[src/rtl/axi4_fifo_reader_ctrl.sv]
// AXI4 read master that fetches LENGTH beats starting at BASEADDR and streams
// them, in address order, out of a first-word-fall-through FIFO. A burst is
// only issued when the FIFO has room for every beat of it, so rready can stay
// high permanently.
module axi4_fifo_reader_ctrl #(
  parameter int REGADDR_CTRL       = 0,
  parameter int REGADDR_BASEADDR_L = 4,
  parameter int REGADDR_BASEADDR_H = 8,
  parameter int REGADDR_LENGTH     = 12,
  parameter int REGADDR_STATUS     = 16,
  parameter int REGADDR_COUNT      = 20,
  parameter int CTRL_ADDR_WIDTH    = 16,
  parameter int AXI_ADDR_WIDTH     = 36,
  parameter int AXI_DATA_WIDTH     = 64,
  parameter int AXI_ID_WIDTH       = 4,
  parameter int MAX_BURST          = 8,
  parameter int FIFO_DEPTH         = 16
) (
  input  logic                       clk,
  input  logic                       rst,
  input  logic                       ctrl_wen,
  input  logic [CTRL_ADDR_WIDTH-1:0] ctrl_waddr,
  input  logic [31:0]                ctrl_wdata,
  input  logic                       ctrl_ren,
  input  logic [CTRL_ADDR_WIDTH-1:0] ctrl_raddr,
  output logic [31:0]                ctrl_rdata,
  output logic                       ovalid,
  output logic [AXI_DATA_WIDTH-1:0]  odata,
  input  logic                       oready,
  output logic [AXI_ID_WIDTH-1:0]    m_axi_arid,
  output logic [AXI_ADDR_WIDTH-1:0]  m_axi_araddr,
  output logic [7:0]                 m_axi_arlen,
  output logic [2:0]                 m_axi_arsize,
  output logic [1:0]                 m_axi_arburst,
  output logic                       m_axi_arlock,
  output logic [3:0]                 m_axi_arcache,
  output logic [2:0]                 m_axi_arprot,
  output logic [3:0]                 m_axi_arqos,
  output logic [3:0]                 m_axi_arregion,
  output logic                       m_axi_arvalid,
  input  logic                       m_axi_arready,
  input  logic [AXI_ID_WIDTH-1:0]    m_axi_rid,
  input  logic [AXI_DATA_WIDTH-1:0]  m_axi_rdata,
  input  logic [1:0]                 m_axi_rresp,
  input  logic                       m_axi_rlast,
  input  logic                       m_axi_rvalid,
  output logic                       m_axi_rready
);

  localparam int AW    = AXI_ADDR_WIDTH;
  localparam int HW    = AXI_ADDR_WIDTH - 32;
  localparam int BYTES = AXI_DATA_WIDTH / 8;
  localparam int SIZE  = $clog2(BYTES);
  localparam int PW    = $clog2(FIFO_DEPTH);

  localparam logic [CTRL_ADDR_WIDTH-1:0] A_CTRL  = CTRL_ADDR_WIDTH'(REGADDR_CTRL);
  localparam logic [CTRL_ADDR_WIDTH-1:0] A_BASEL = CTRL_ADDR_WIDTH'(REGADDR_BASEADDR_L);
  localparam logic [CTRL_ADDR_WIDTH-1:0] A_BASEH = CTRL_ADDR_WIDTH'(REGADDR_BASEADDR_H);
  localparam logic [CTRL_ADDR_WIDTH-1:0] A_LEN   = CTRL_ADDR_WIDTH'(REGADDR_LENGTH);
  localparam logic [CTRL_ADDR_WIDTH-1:0] A_STAT  = CTRL_ADDR_WIDTH'(REGADDR_STATUS);
  localparam logic [CTRL_ADDR_WIDTH-1:0] A_CNT   = CTRL_ADDR_WIDTH'(REGADDR_COUNT);

  typedef enum logic [1:0] {S_IDLE = 2'd0, S_AR = 2'd1, S_R = 2'd2} state_t;

  state_t                    state_q, state_d;
  logic [AW-1:0]             base_q, base_d;
  logic [31:0]               length_q, length_d;
  logic                      busy_q, busy_d;
  logic                      done_q, done_d;
  logic                      resp_err_q, resp_err_d;
  logic                      last_err_q, last_err_d;
  logic [31:0]               count_q, count_d;
  logic [29:0]               offset_q, offset_d;
  logic [31:0]               issued_q, issued_d;
  logic [8:0]                inflight_q, inflight_d;
  logic [8:0]                blen_q, blen_d;
  logic [AW-1:0]             araddr_q, araddr_d;
  logic [7:0]                arlen_q, arlen_d;
  logic                      arvalid_q, arvalid_d;
  logic                      rready_q, rready_d;
  logic [31:0]               rdata_q, rdata_d;
  logic [PW-1:0]             wr_ptr_q, wr_ptr_d;
  logic [PW-1:0]             rd_ptr_q, rd_ptr_d;
  logic [PW:0]               occ_q, occ_d;
  logic [AXI_DATA_WIDTH-1:0] mem_q [FIFO_DEPTH];

  logic [AW-1:0] addr_s;
  logic [31:0]   remaining_s;
  logic [12:0]   bnd_beats_s;
  logic [8:0]    blen_a_s;
  logic [8:0]    blen_s;
  logic [31:0]   free_s;
  logic          can_issue_s;
  logic          start_s;
  logic          push_s;
  logic          pop_s;
  logic          last_beat_s;
  logic          go_ar_s;
  logic          unused_s;

  // Next burst: address, size limited by MAX_BURST, remaining beats and the
  // 4 KiB page, and the credit check against FIFO space not yet spoken for.
  assign addr_s      = base_q + AW'(offset_q);
  assign remaining_s = length_q - issued_q;
  assign bnd_beats_s = (13'h1000 - {1'b0, addr_s[11:0]}) >> SIZE;
  assign blen_a_s    = (remaining_s < 32'(MAX_BURST)) ? remaining_s[8:0] : 9'(MAX_BURST);
  assign blen_s      = ({4'd0, blen_a_s} > bnd_beats_s) ? bnd_beats_s[8:0] : blen_a_s;
  assign free_s      = 32'(FIFO_DEPTH) - 32'(occ_q) - 32'(inflight_q);
  assign can_issue_s = busy_q && (remaining_s != 32'd0) && (free_s >= 32'(blen_s));

  assign start_s     = ctrl_wen && (ctrl_waddr == A_CTRL) && ctrl_wdata[0] && !busy_q;
  assign push_s      = (state_q == S_R) && m_axi_rvalid && rready_q;
  assign pop_s       = (occ_q != {(PW+1){1'b0}}) && oready;
  assign last_beat_s = (inflight_q == 9'd1);
  assign unused_s    = ^m_axi_rid;

  assign ctrl_rdata     = rdata_q;
  assign ovalid         = (occ_q != {(PW+1){1'b0}});
  assign odata          = mem_q[rd_ptr_q];
  assign m_axi_arid     = {AXI_ID_WIDTH{1'b0}};
  assign m_axi_araddr   = araddr_q;
  assign m_axi_arlen    = arlen_q;
  assign m_axi_arsize   = 3'(SIZE);
  assign m_axi_arburst  = 2'b01;
  assign m_axi_arlock   = 1'b0;
  assign m_axi_arcache  = 4'd0;
  assign m_axi_arprot   = 3'd0;
  assign m_axi_arqos    = 4'd0;
  assign m_axi_arregion = 4'd0;
  assign m_axi_arvalid  = arvalid_q;
  assign m_axi_rready   = rready_q;

  // Register writes (frozen while busy) and the registered read mux.
  always_comb begin
    base_d   = base_q;
    length_d = length_q;
    rdata_d  = rdata_q;
    if (ctrl_wen && !busy_q) begin
      case (ctrl_waddr)
        A_BASEL: base_d[31:0]    = ctrl_wdata;
        A_BASEH: base_d[AW-1:32] = ctrl_wdata[HW-1:0];
        A_LEN:   length_d        = ctrl_wdata;
        default: base_d          = base_q;
      endcase
    end else begin
      base_d = base_q;
    end
    if (ctrl_ren) begin
      case (ctrl_raddr)
        A_CTRL:  rdata_d = 32'd0;
        A_BASEL: rdata_d = base_q[31:0];
        A_BASEH: rdata_d = 32'(base_q[AW-1:32]);
        A_LEN:   rdata_d = length_q;
        A_STAT:  rdata_d = {28'd0, last_err_q, resp_err_q, done_q, busy_q};
        A_CNT:   rdata_d = count_q;
        default: rdata_d = rdata_q;
      endcase
    end else begin
      rdata_d = rdata_q;
    end
  end

  // Burst FSM, run bookkeeping, status flags and output-beat counter.
  always_comb begin
    state_d    = state_q;
    busy_d     = busy_q;
    done_d     = done_q;
    resp_err_d = resp_err_q;
    last_err_d = last_err_q;
    count_d    = count_q;
    offset_d   = offset_q;
    issued_d   = issued_q;
    inflight_d = inflight_q;
    blen_d     = blen_q;
    araddr_d   = araddr_q;
    arlen_d    = arlen_q;
    arvalid_d  = arvalid_q;
    rready_d   = 1'b1;
    go_ar_s    = 1'b0;
    case (state_q)
      S_IDLE: begin
        if (can_issue_s) go_ar_s = 1'b1;
        else             state_d = S_IDLE;
      end
      S_AR: begin
        if (m_axi_arready) begin
          arvalid_d = 1'b0;
          state_d   = S_R;
          offset_d  = offset_q + (30'(blen_q) << SIZE);
          issued_d  = issued_q + 32'(blen_q);
        end else begin
          arvalid_d = 1'b1;
        end
      end
      S_R: begin
        if (push_s) begin
          inflight_d = inflight_q - 9'd1;
          if (last_beat_s != m_axi_rlast) last_err_d = 1'b1;
          else                            last_err_d = last_err_q;
          if (m_axi_rresp != 2'b00) resp_err_d = 1'b1;
          else                      resp_err_d = resp_err_q;
          // The burst ends on beat count; rlast is only checked.
          if (last_beat_s) begin
            if (can_issue_s) go_ar_s = 1'b1;
            else             state_d = S_IDLE;
          end else begin
            state_d = S_R;
          end
        end else begin
          state_d = S_R;
        end
      end
      default: begin
        state_d   = S_IDLE;
        arvalid_d = 1'b0;
      end
    endcase
    if (go_ar_s) begin
      state_d    = S_AR;
      arvalid_d  = 1'b1;
      araddr_d   = addr_s;
      arlen_d    = 8'(blen_s - 9'd1);
      blen_d     = blen_s;
      inflight_d = blen_s;
    end else begin
      blen_d = blen_q;
    end
    if (pop_s) count_d = count_q + 32'd1;
    else       count_d = count_q;
    // Completion waits for the consumer to drain every beat.
    if (busy_q && (count_q == length_q)) begin
      busy_d = 1'b0;
      done_d = 1'b1;
    end else if (start_s) begin
      busy_d     = (length_q != 32'd0);
      done_d     = (length_q == 32'd0);
      resp_err_d = 1'b0;
      last_err_d = 1'b0;
      count_d    = 32'd0;
      offset_d   = 30'd0;
      issued_d   = 32'd0;
    end else begin
      busy_d = busy_q;
    end
  end

  // FIFO pointers and occupancy; push and pop may coincide.
  always_comb begin
    wr_ptr_d = wr_ptr_q;
    rd_ptr_d = rd_ptr_q;
    occ_d    = occ_q + {{PW{1'b0}}, push_s} - {{PW{1'b0}}, pop_s};
    if (push_s) wr_ptr_d = wr_ptr_q + {{(PW-1){1'b0}}, 1'b1};
    else        wr_ptr_d = wr_ptr_q;
    if (pop_s)  rd_ptr_d = rd_ptr_q + {{(PW-1){1'b0}}, 1'b1};
    else        rd_ptr_d = rd_ptr_q;
  end

  // State, configuration and control registers.
  always_ff @(posedge clk or posedge rst) begin
    if (rst) begin
      state_q    <= S_IDLE;
      base_q     <= {AW{1'b0}};
      length_q   <= 32'd0;
      busy_q     <= 1'b0;
      done_q     <= 1'b0;
      resp_err_q <= 1'b0;
      last_err_q <= 1'b0;
      count_q    <= 32'd0;
      offset_q   <= 30'd0;
      issued_q   <= 32'd0;
      inflight_q <= 9'd0;
      blen_q     <= 9'd0;
      araddr_q   <= {AW{1'b0}};
      arlen_q    <= 8'd0;
      arvalid_q  <= 1'b0;
      rready_q   <= 1'b0;
      rdata_q    <= 32'd0;
      wr_ptr_q   <= {PW{1'b0}};
      rd_ptr_q   <= {PW{1'b0}};
      occ_q      <= {(PW+1){1'b0}};
    end else begin
      state_q    <= state_d;
      base_q     <= base_d;
      length_q   <= length_d;
      busy_q     <= busy_d;
      done_q     <= done_d;
      resp_err_q <= resp_err_d;
      last_err_q <= last_err_d;
      count_q    <= count_d;
      offset_q   <= offset_d;
      issued_q   <= issued_d;
      inflight_q <= inflight_d;
      blen_q     <= blen_d;
      araddr_q   <= araddr_d;
      arlen_q    <= arlen_d;
      arvalid_q  <= arvalid_d;
      rready_q   <= rready_d;
      rdata_q    <= rdata_d;
      wr_ptr_q   <= wr_ptr_d;
      rd_ptr_q   <= rd_ptr_d;
      occ_q      <= occ_d;
    end
  end

  // FIFO storage: write the incoming R beat at the write pointer.
  always_ff @(posedge clk or posedge rst) begin
    if (rst) begin
      for (int i = 0; i < FIFO_DEPTH; i++) mem_q[i] <= {AXI_DATA_WIDTH{1'b0}};
    end else if (push_s) begin
      mem_q[wr_ptr_q] <= m_axi_rdata;
    end else begin
      mem_q[wr_ptr_q] <= mem_q[wr_ptr_q];
    end
  end

endmodule

[config.mk]
export PLATFORM = sky130hd
export DESIGN_NAME = axi4_fifo_reader_ctrl
export DESIGN_NICKNAME = d
export VERILOG_FILES = /design/src/rtl/axi4_fifo_reader_ctrl.sv
export SDC_FILE = /design/constraint.sdc
export NUM_CORES = 2
export LEC_CHECK = 0
export CAP_MARGIN = 20
export CORE_ASPECT_RATIO = 1.25
export CORE_MARGIN = 2
export CORE_UTILIZATION = 41
export DETAILED_ROUTE_END_ITERATION = 8
export GPL_ROUTABILITY_DRIVEN = 1
export PLACE_DENSITY = 0.72
export SETUP_SLACK_MARGIN = 0.15
export SLEW_MARGIN = 30
export SYNTH_ARGS = -nofsm -noshare
export SYNTH_HDL_FRONTEND = slang
export SYNTH_SLANG_ARGS = --single-unit
[constraint.sdc]
create_clock -name clk -period 50.6 [get_ports clk]
set_clock_uncertainty 0.15 [all_clocks]
set_input_delay 15.18 -clock clk [delete_from_list [all_inputs] [get_ports clk]]
set_output_delay 15.18 -clock clk [all_outputs]
set_load 0.1 [all_outputs]
# Yosys cells after proc, flatten, opt, wreduce, memory -nomap -nowiden
# Cells that the tools add are included.
# word_totals
output_inout_bits,168
wordCells,159
reg_bits,1301
inputBits,142
# op_classes
addsub,14
mux,55
reduce_logical,30
magnitude_cmp,6
bitwise_logic,2
n_eq_ne,15
# op_table
op,n
1024-bit bitwise mux,2
1024-bit 2-to-1 mux,1
64-bit binary-select mux with 4-bit select,2
64-bit 2-to-1 mux,5
64-bit demux with 4-bit select,1
32-bit 2-to-1 mux,7
32-bit case mux with 6 select lines,1
30-bit 2-to-1 mux,4
"16-bit by 4-bit equality test with 1-bit output, second input constant",4
32-bit nonzero test,2
9-bit 2-to-1 mux,5
36-bit by 30-bit adder with 36-bit output,1
"32-bit by 1-bit adder with 32-bit output, second input constant",1
32-bit by 9-bit adder with 32-bit output,1
"16-bit by 3-bit equality test with 1-bit output, second input constant",2
"16-bit by 5-bit equality test with 1-bit output, second input constant",2
32-bit equality test,1
32-bit by 9-bit >= comparator with 1-bit output,1
16-bit zero test,2
32-bit zero test,1
"32-bit by 4-bit < comparator with 1-bit output, second input constant",1
32-bit subtractor,1
30-bit by 12-bit adder with 30-bit output,1
1-bit 2-to-1 mux,19
29 further kinds,54

# Depth between registers and ports, before layout
# depth
ltp_word,13
ltp_mapped,38
mapped_depth_nobuf,35

# Worst setup path after synthesis
# No wires, ideal clock.
# synth_path
path_type,register to output
startpoint,register rd_ptr_q[0]
endpoint,output port odata[48]
n_path_buf,3
stages_incl_launch_ff,6
t_required_ps,35270
path_slack_ps,32392
t_arrival_ps,2878
cell_sequence,dfrtp_1 -> clkbuf_1 -> buf_1 -> buf_1 -> mux4_2 -> mux4_2
# synth_via
elab_chain_cells,4
# synth_lines
item,line,source
"start, declared",83,"logic [PW-1:0] rd_ptr_q, rd_ptr_d;"
"start signal, assigned",279,rd_ptr_q <= {PW{1'b0}};
"start signal, assigned",300,rd_ptr_q <= rd_ptr_d;
4-bit NOT with 5-bit output (not written as such),119,assign odata = mem_q[rd_ptr_q];
64-bit binary-select mux with 4-bit select,119,
64-bit 2-to-1 mux (not written as such) (2 in a row),119,
"end, declared",28,"output logic [AXI_DATA_WIDTH-1:0] odata,"
# Every way passes these cells. The select of a mux whose other input is x is not followed.

# Final worst setup path
# layout_path
startpoint,register rd_ptr_q[0]
endpoint,output port odata[29]
# The elaborated chain is that of the path after synthesis.

==> flow_summary.toml <==
[setup_path]
cp_common_cell = "mux4_2"
arrival_ns = 5.10
crit_path_end_kind = "output pin"
path_cells = "buf_6 -> buf_12 -> mux4_2 -> mux4_2 -> clkdlybuf4s50_1"
setup.worst_path.class = "flop to output pin"
cp_max_fo = 92
critPathRequiredTime_ns = 35.27
cp.buffers_inverters = 3
start_kind = "flop"
crit_path_start = "rd_ptr_q[0]$_DFFE_PP0P_"
worstReg2RegStart = "length_q[0]$_DFFE_PP0P_"
max_stage_delay_ns = 0.99
cp_slowest_cell = "clkdlybuf4s50_1"
rrSetupSlack_ns = 41.62
crit_family = "buffers and inverters"

[power_and_ir_drop]
total_power_uw = 5980
pwr-share-clk_pct = 17.4
swShare_pct = 44.8
power-per-cell-area_nw_per_um2 = 76.1
power_frac_comb_pct = 52.2
p_int_uw = 3300
p_switching_uw = 2680
irDropWorstVdd_uv = 148
leakagePower_uw = 0.0329
pwr-share-seq_pct = 30.4

[sta]
timing.fmax_ghz = 0.0489
fin_crit_ns = 20.43
rsz0062_at_grt = "no"
relSlewSlack_pct = 28.8
slew_viol_final = 0
setup_ws_ns = 30.17
period_share_pct = 40.4
hold_violations = 0
max_slew.worst_pin.slew_ns = 1.07
setup_viol = 0
fin_setup_tns_ns = 0

[clock_network]
clk_pin_slew_ns = 0.06
cts_max_level = 4
cts-root-buf = "clkbuf_16"
cts_resized = 0
hold_buffers = 0
cts_buffer_depth = 3
cts.sinks = 1298
clock_latency_ns = 0.79
cts_buffers = 135
postCtsSetupBuffers = 0
tritoncts = "done"

[logic_synthesis]
synth_cell_types = 80
synth_area_um2 = 69300
synth_flop_cell = "dfrtp_1"
synth-seq-cells = 1298
synthCells = 6114
seq_area_frac_synth_pct = 46.9
synth-edff-count = 0
syn_avg_cell_area_um2 = 11.3
yosys_warnings = 0
async_reset_ff_share_pct = 100

[place]
place.gp.congestion = 0.919
io_buffers = 280
place_area_um2 = 73700
hpwlAfterDp_um = 118000
place_worst_setup_slack_ns = 29.62

[layout]
layout-drive-gt1-share_pct = 19.2
final_util_pct = 46.9
layout_commonest_cell = "dfrtp_1"
fin_nets = 6370
stdcell_area_um2 = 78600
final_cell_mix = "dfrtp_1 (1,290), nand2_1 (909), o21ai_0 (875)"
syn_to_final_growth_pct = 13.4

[floorplan]
die_area_um2 = 172000
io_pins = 310
start_util_pct = 41.3
fp-row-count = 168
die_h_um = 464
die_w_um = 372
coreArea_um2 = 168000

[routing]
ant_nets = 0
dr.pass1.iters = 7
drt_iter0_markers = 4558
totalWireLength_um = 195000
drc = 0
vias_per_cell = 5.98
vias = 50300
routedWlPerCell_um = 23.2

[grt]
grt_pass1_vias = 51300
grt_usage_pct = 22.6
grt_pass1_wl_um = 301000
grt_max_degree = 167
antenna_found_initial = 17
grt_overflow = 0

[run_status]
status = "complete, no violations"

[run]
maxCapViolCount = 0

[worst_hold_path]
holdCritPathClass = "flop to flop"
hp-start = "ctrl_rdata[28]$_DFFE_PP0P_"
## worst reg2reg max path: cells and delay by family, from the launching register on
kind            cells  cell delay, ns
fa+ha+maj           4            1.17
compound gates     15            2.89
flops               1            0.54
buf+inv             5            1.50
simple gates       12            2.62
## kinds of logic after synthesis
kind of cell	share of synthesized area [%]
simple gates	9.52
compound gates	11.3
flops	46.9
mux	23.7
buf+inv	3.75
xor+xnor	2.39
fa+ha+maj	2.37
other cells	0.0108
## layer usage
| layer | vias to the layer above | track usage, % | routed length (um) |
|---|---|---|---|
| li1 | 22100 | - | - |
| met1 | 25600 | 28.6 | 73900 |
| met3 | 496 | 5.49 | 18400 |
| met2 | 2164 | 36.9 | 94800 |
| met4 | 24 | 9.89 | 7650 |
| met5 | - | 0 | 161 |
## final timing paths
path / end / cells after the start
max in group asynchronous: mem_q[990]$_DFFE_PP0P_ / 8
worst min register to register: ctrl_rdata[28]$_DFFE_PP0P_ / 2
worst min-delay path: ctrl_rdata[28]$_DFFE_PP0P_ / 2
min in group asynchronous: m_axi_araddr[6]$_DFFE_PP0P_ / 2
worst max register to register: inflight_q[0]$_DFFE_PP0P_ / 36
worst max-delay path: odata[29] / 5
## cell type report
class	count	area, um^2
multi-input cells	4192	34700
well taps	2210	2770
inverters	110	422
clock buffers	199	4010
diodes	2	5.00
clock inverters	45	663
flip-flops and latches	1298	32500
fillers	14800	89100
repair buffers	363	3520
## metrics by stage
step / instances / hold WS, ns
final: 8419 / 0.326
after global routing: 8417 / 0.357
after CTS: 8412 / 0.332
after detailed placement: 8168 / 0.319
after global placement: 8165 / 0.318
after floorplan: 6143 / 0.309
## power groups by stage
stage	combinational (uW)	sequential (uW)	clock, uW
final	3120	1820	1040
after global routing	3350	1870	1100
after CTS	3100	1820	1050
after detailed placement	3090	1830	0
after global placement	3010	1790	0
after floorplan	2480	1680	0
## registers in the layout, indices dropped and copies added, names as in the netlist, 27 cells and up
register,flops
ctrl_rdata,32
length_q,32
offset_q,27
m_axi_araddr,36
count_q,32
issued_q,32
base_q,36
mem_q,1024
## synth_stat cells, types with 15 or more instances
master,instances,share of area (%)
dfrtp_1,1298,47
nand2_1,915,5.0
o21ai_0,875,6.3
mux4_2,640,21
clkbuf_1,434,2.4
nor2_1,408,2.2
a21oi_1,384,2.8
ha_1,123,2.2
xnor2_1,113,1.4
inv_1,109,0.59
xor2_1,76,0.96
mux2_2,74,1.2
buf_1,72,0.39
mux2i_1,70,1.0
nand3_1,39,0.28
nand4_1,36,0.33
nor4_1,33,0.30
a222oi_1,32,0.46
a21o_1,28,0.30
mux2_4,28,0.61
buf_4,26,0.28
nor3_1,26,0.19
and3_1,22,0.20
and2_1,19,0.17
or3_1,18,0.16
nand2b_1,17,0.15
nor2b_1,16,0.14
o21bai_1,16,0.17
o21a_1,15,0.16
(Power assumes the default switching activity.)
